===== src/rtl/huffman_dcdec.sv =====
// Serial JPEG DC Huffman decoder: matches the luma/chroma category prefix, collects
// the magnitude bits and presents the sign-extended DC coefficient with a handshake.
module huffman_dcdec (
  input  logic       clk,
  input  logic       rst_n,
  input  logic       flush,
  input  logic       is_luminance,
  input  logic       bit_in,
  input  logic       bit_valid,
  output logic       bit_ready,
  output logic       dc_valid,
  input  logic       dc_ready,
  output logic [9:0] dc_value,
  output logic [3:0] dc_size,
  output logic       dc_err
);

  localparam logic [1:0] S_CODE = 2'd0;
  localparam logic [1:0] S_MAG  = 2'd1;
  localparam logic [1:0] S_HOLD = 2'd2;

  logic [1:0] state;
  logic [4:0] pfx;
  logic [2:0] plen;
  logic       luma_q;
  logic [3:0] cnt;
  logic [3:0] size_q;
  logic [6:0] mag;

  logic       accept;
  logic       tbl;
  logic [5:0] code_w;
  logic [2:0] len_w;
  logic [7:0] mag_w;
  logic [5:0] m;

  // Result is {hit, err, cat}; neither hit nor err means more prefix bits are needed.
  function automatic logic [5:0] match(input logic luma, input logic [5:0] code,
                                       input logic [2:0] len);
    logic [5:0] r;
    r = 6'b0;
    if (luma) begin
      case (len)
        3'd3: case (code[2:0])
                3'b110: r = {2'b10, 4'd0};
                3'b101: r = {2'b10, 4'd1};
                3'b011: r = {2'b10, 4'd2};
                3'b010: r = {2'b10, 4'd3};
                3'b000: r = {2'b10, 4'd4};
                3'b001: r = {2'b10, 4'd5};
                3'b100: r = {2'b10, 4'd6};
                default: r = 6'b0;
              endcase
        3'd4: if (code[3:0] == 4'b1110) r = {2'b10, 4'd7};
        3'd5: if (code[4:0] == 5'b11110) r = {2'b10, 4'd8};
              else if (code[4:0] == 5'b11111) r = {2'b01, 4'd0};
        default: r = 6'b0;
      endcase
    end else begin
      case (len)
        3'd2: if (code[1:0] == 2'b01) r = {2'b10, 4'd0};
              else if (code[1:0] == 2'b00) r = {2'b10, 4'd1};
        3'd3: if (code[2:0] == 3'b100) r = {2'b10, 4'd2};
              else if (code[2:0] == 3'b101) r = {2'b10, 4'd3};
        3'd4: if (code[3:0] == 4'b1100) r = {2'b10, 4'd4};
              else if (code[3:0] == 4'b1101) r = {2'b10, 4'd5};
              else if (code[3:0] == 4'b1110) r = {2'b10, 4'd6};
        3'd5: if (code[4:0] == 5'b11110) r = {2'b10, 4'd7};
        3'd6: if (code == 6'b111110) r = {2'b10, 4'd8};
              else if (code == 6'b111111) r = {2'b01, 4'd0};
        default: r = 6'b0;
      endcase
    end
    return r;
  endfunction

  // A leading zero marks a negative value, stored offset by 2^n-1.
  function automatic logic signed [9:0] extend(input logic [7:0] v, input logic [3:0] n);
    logic [9:0] vz;
    logic [9:0] full;
    logic [2:0] msb;
    vz   = {2'b00, v};
    full = (10'd1 << n) - 10'd1;
    msb  = 3'(n - 4'd1);
    if (v[msb]) return $signed(vz);
    else        return $signed(vz - full);
  endfunction

  assign bit_ready = (state != S_HOLD) && !flush;
  assign accept    = bit_valid && bit_ready;
  assign code_w    = {pfx, bit_in};
  assign len_w     = plen + 3'd1;
  assign tbl       = (plen == 3'd0) ? is_luminance : luma_q;
  assign m         = match(tbl, code_w, len_w);
  assign mag_w     = {mag, bit_in};

  always_ff @(posedge clk or negedge rst_n) begin
    if (!rst_n) begin
      state    <= S_CODE;
      pfx      <= '0;
      plen     <= '0;
      luma_q   <= 1'b0;
      cnt      <= '0;
      size_q   <= '0;
      mag      <= '0;
      dc_valid <= 1'b0;
      dc_value <= '0;
      dc_size  <= '0;
      dc_err   <= 1'b0;
    end else if (flush) begin
      state    <= S_CODE;
      pfx      <= '0;
      plen     <= '0;
      cnt      <= '0;
      dc_valid <= 1'b0;
    end else begin
      case (state)
        S_CODE: if (accept) begin
          if (plen == 3'd0) luma_q <= is_luminance;
          if (m[5] || m[4]) begin
            pfx  <= '0;
            plen <= '0;
            if (m[4] || m[3:0] == 4'd0) begin
              state    <= S_HOLD;
              dc_valid <= 1'b1;
              dc_err   <= m[4];
              dc_value <= '0;
              dc_size  <= '0;
            end else begin
              state  <= S_MAG;
              cnt    <= m[3:0];
              size_q <= m[3:0];
              mag    <= '0;
            end
          end else begin
            pfx  <= code_w[4:0];
            plen <= len_w;
          end
        end
        S_MAG: if (accept) begin
          mag <= mag_w[6:0];
          cnt <= cnt - 4'd1;
          if (cnt == 4'd1) begin
            state    <= S_HOLD;
            dc_valid <= 1'b1;
            dc_err   <= 1'b0;
            dc_size  <= size_q;
            dc_value <= $unsigned(extend(mag_w, size_q));
          end
        end
        S_HOLD: if (dc_ready) begin
          state    <= S_CODE;
          dc_valid <= 1'b0;
        end
        default: state <= S_CODE;
      endcase
    end
  end

endmodule


===== config.mk =====
export PLATFORM = sky130hd
export DESIGN_NAME = huffman_dcdec
export DESIGN_NICKNAME = d
export VERILOG_FILES = /design/src/rtl/huffman_dcdec.sv
export SDC_FILE = /design/constraint.sdc
export NUM_CORES = 1
export LEC_CHECK = 0
export CAP_MARGIN = 20
export CORE_UTILIZATION = 58
export CTS_CLUSTER_DIAMETER = 100
export DETAILED_ROUTE_END_ITERATION = 10
export PLACE_DENSITY = 0.79
export REMOVE_ABC_BUFFERS = 1
export SLEW_MARGIN = 15
export SYNTH_ARGS = -nofsm -noshare
export SYNTH_HDL_FRONTEND = slang
export SYNTH_SLANG_ARGS = --single-unit

===== constraint.sdc =====
create_clock -name clk -period 4.4 [get_ports clk]
set_clock_uncertainty 0.2 [all_clocks]
set_input_delay 0.66 -clock clk [delete_from_list [all_inputs] [get_ports clk]]
set_output_delay 0.66 -clock clk [all_outputs]
set_load 0.03 [all_outputs]

==> reports/qor.log <==
[worst_setup_path] Startpoint Class flop
[clocking] number of gates given a new drive strength after cts 0
[layout] Cell Count, Final, Fillers Out 419
[logic_synthesis] count of synthesis-stage warnings from yosys 0
[logic_synthesis] netlist area before placement 3040 sq um
[clocking] clock latency at the later pin of the worst-skew pair 0.31 ns
[floorplan] chip height 74.4 um
[timing] final number of hold-violating endpoints 0
[logic_synthesis] sequential share of the synthesized area 34.6%
[worst_setup_path] Worst path top cell family by delay multiplexers
[floorplan] number of top-level pins 24
[floorplan] Core Footprint 4880 sq um
[logic_synthesis] most frequently used cell type in the post-synthesis netlist dfrtp_1
[timing] unrepaired setup endpoints after global routing false
[routing] number of detailed-routing iterations run before antenna repair 4
[routing] DR DRC count 0
[worst_setup_path] cell occurring most often along the worst timing path mux2i_1
[placed_design] RD Place Congestion 0.925
[worst_setup_path] CP Buf/Inv Count 2
[power] power share of the sequential group 29.1%
[layout] Net count, final 387
[power] net switching fraction of the power 43.1%
[timing] shortest clock period the worst path allows after layout 3.55 ns
[worst_setup_path] slowest library cell on the worst path mux2i_1
[logic_synthesis] synth cell count leaders dfrtp_1 (42), nand2_1 (39), inv_1 (31)
[logic_synthesis] number of synthesized flops with an enable pin 0
[clocking] number of buffers between clock root and the deepest sink 2
[placed_design] number of instances in the placed design 410
[clocking] number of buffers added for setup after CTS 0
[worst_setup_path] cell-by-cell trace of the critical path inv_1 -> ha_1 -> nor2b_1 -> mux2i_1 -> mux2_2 -> o221ai_2 -> o21ai_1 -> a21oi_4 -> buf_4 -> mux2i_1
[routing] drt first-iter violations 215
[global_route] global-route total usage across every layer 25.9%
[worst_setup_path] CP Class flop to flop
[timing] Max-Slew Margin vs Limit 38.1%
[floorplan] Site Rows 25
[worst_setup_path] capturing element of the worst setup path dc_size[2]$_DFFE_PN0P_
[timing] Total Negative Setup Slacks 0 ns
[min_path] launch point of the worst hold path luma_q$_DFFE_PN0P_
[logic_synthesis] number of synthesized register bits 42
[worst_setup_path] Req. time, crit path 4.43 ns
[layout] fraction of final layout cells with drive strength greater than 1 6.82%
[routing] total length of routed wires 6.49 mm
[worst_setup_path] maximum fanout encountered on the critical timing path 11
[timing] pins over their slew limit 0
[clocking] Sink Count 42
[power] Leakage 1.52 nW
[run] number of max-capacitance violations reported 0
[timing] Fmax achieved 282 MHz
[placed_design] detailed placer's ending HPWL 4.63 mm
[logic_synthesis] share of flip-flops with an asynchronous set or reset 100%
[global_route] remaining global-route overflow 0
[worst_setup_path] number of cells traversed by the worst register-to-register path 10
[routing] average via count per standard cell 5.87
[power] internal power 0.00109 W
[worst_setup_path] number of cells on the critical path 10
[placed_design] # port buffers 23
[logic_synthesis] syn avg cell area 9.25 sq um
[global_route] first-pass GRT wire length 10.8 mm
[logic_synthesis] post-synthesis instance total 329
[clocking] root buf cell clkbuf_8
[global_route] largest net degree at the start of global routing 43
[power] power density cells 561 nW/um^2
[worst_setup_path] r2r startpoint plen[0]$_DFFE_PN0P_
[timing] transition at the pin with the smallest max-transition slack 0.928 ns
[worst_setup_path] R2R Setup Slk 0.85 ns
[worst_setup_path] Critical Path End Type flop
[logic_synthesis] dominant register cell in the synthesized netlist dfrtp_1
[timing] Worst Setup Slack, final 0.850 ns
[floorplan] die outline area 5540 sq um
[clocking] TritonCTS Buffers 5
[worst_setup_path] arrival time worst endpoint 3.58 ns
[floorplan] starting density of the core 62.3%
[run_status] run status complete, no violations
[floorplan] Die Width 74.4 um
[clocking] CTS clock-pin slew for the worst setup and hold paths 0.08 ns
[clocking] CTS H-tree lvls 2
[power] peak ir drop on the vdd network 303 uV
[min_path] HP Class flop to flop
[timing] Finish-stage setup viols 0
[logic_synthesis] Synth top area share 34.6%
[worst_setup_path] worst setup path startpoint plen[0]$_DFFE_PN0P_
[logic_synthesis] leading post-synthesis cells by cell area dfrtp_1 (35%), ha_1 (12%), mux2i_1 (6.3%)
[power] switching power 0.000824 W
[layout] total inserted antenna cells 0
[routing] detailed-route wire length per cell 15.5 um
[layout] synth-to-layout area growth 12.3%
[worst_setup_path] destination of the worst register-to-register timing path dc_size[2]$_DFFE_PN0P_
[logic_synthesis] count of distinct cell types in the synthesized netlist 57
[logic_synthesis] library cell occupying the most area in the post-synthesis netlist dfrtp_1
[timing] final period utilization 80.7%
[global_route] antenna violations before repair 0
[routing] antenna-violating nets left 0
[clocking] total of hold buffers inserted after clock tree synthesis 0
[power] Clock Power Share 14.1%
[worst_setup_path] peak per-stage delay on the critical path 0.49 ns
[power] combinational share of power 56.8%
[clocking] TritonCTS clock tree done
[routing] via count of the routed design 2458
[global_route] number of global-route vias before repair 2342
[placed_design] dpl ws 0.686 ns
## worst min path at each step
stage / end / slack, ns / cells past startpoint
after floorplan: cnt[0]$_DFFE_PN0P_ / 0.16 / 0
after global placement: luma_q$_DFFE_PN0P_ / 0.27 / 2
after detailed placement: luma_q$_DFFE_PN0P_ / 0.27 / 2
after CTS: luma_q$_DFFE_PN0P_ / 0.29 / 2
after global routing: luma_q$_DFFE_PN0P_ / 0.31 / 2
final: luma_q$_DFFE_PN0P_ / 0.28 / 2
## kinds of logic (layout without fill, tap and decap cells)
| family | after synthesis | after routing | synth area share, % |
|---|---|---|---|
| compound gates | 77 | 77 | 18.1 |
| xor+xnor | 10 | 10 | 3.37 |
| fa+ha+maj | 29 | 29 | 12.2 |
| buf+inv | 42 | 65 | 5.47 |
| flops | 42 | 42 | 34.6 |
| mux | 28 | 28 | 10.3 |
| simple gates | 101 | 101 | 16.0 |
## per-layer routing
layer | GRT usage, % | wire length [um] | vias to the layer above
li1 | - | - | 1199
met1 | 35.7 | 3050 | 1166
met2 | 39.9 | 2940 | 83
met3 | 5.01 | 391 | 10
met4 | 10.7 | 113 | 0
met5 | 0 | 0 | -
## power by group through the flow
stage / logic, W / clock network, W / registers [W]
global placement: 0.00105 / 0 / 0.000559
floorplan: 0.000719 / 0 / 0.000629
detailed placement: 0.00108 / 0 / 0.000564
global route: 0.00121 / 0.000293 / 0.000570
CTS: 0.00109 / 0.000276 / 0.000557
finish: 0.00109 / 0.000269 / 0.000557
## sequential cells by signal, indices dropped and copies added (netlist names)
name and flops:
dc_value 10, mag 7, pfx 5, cnt 4
dc_size 4, size_q 4, plen 3, state 2
dc_err 1, dc_valid 1, luma_q 1
## per-stage QoR
step	instance area (sq um)	utilization (%)	hold WS, ns	power, W
final	3410	70.0	0.284	0.00191
after global placement	3320	67.9	0.266	0.00161
after detailed placement	3320	67.9	0.269	0.00164
after CTS	3410	69.8	0.288	0.00192
after global routing	3410	70.0	0.307	0.00207
after floorplan	2990	-	0.164	0.00135
## area by class of cell
type	instances	area [sq um]
multi-input combinational	245	1820
fill	412	1470
sequential	42	1050
timing repair buffer	26	248
inverter	31	116
clock buffer	7	86.3
tap	67	83.8
clock inverter	1	5.00
## worst min-delay path, delay by kind of cell, from the launching register on
kind | cells | cell delay, ns
AO/OA/AOI/OAI | 1 | 0.06
flip-flops | 1 | 0.35
AND/OR/NAND/NOR | 1 | 0.05
## cells in the final DEF, fill, tap and decap left out, drive strengths merged, types with 3 or more instances in the layout
master	count
o21a	3
nor2b	7
ha	28
nor2	25
o21ai	14
a22o	6
buf	4
nand2	39
nand3	5
dfrtp	42
xnor2	7
o31ai	4
o2bb2ai	3
o21bai	3
nor3	6
a21oi	22
mux2	7
nand2b	3
clkdlybuf4s50	22
nand4	3
xor2	3
inv	31
mux2i	19
a32o	3
a21o	4
clkbuf	7
Note: power is estimated with default switching activity, not from simulation.
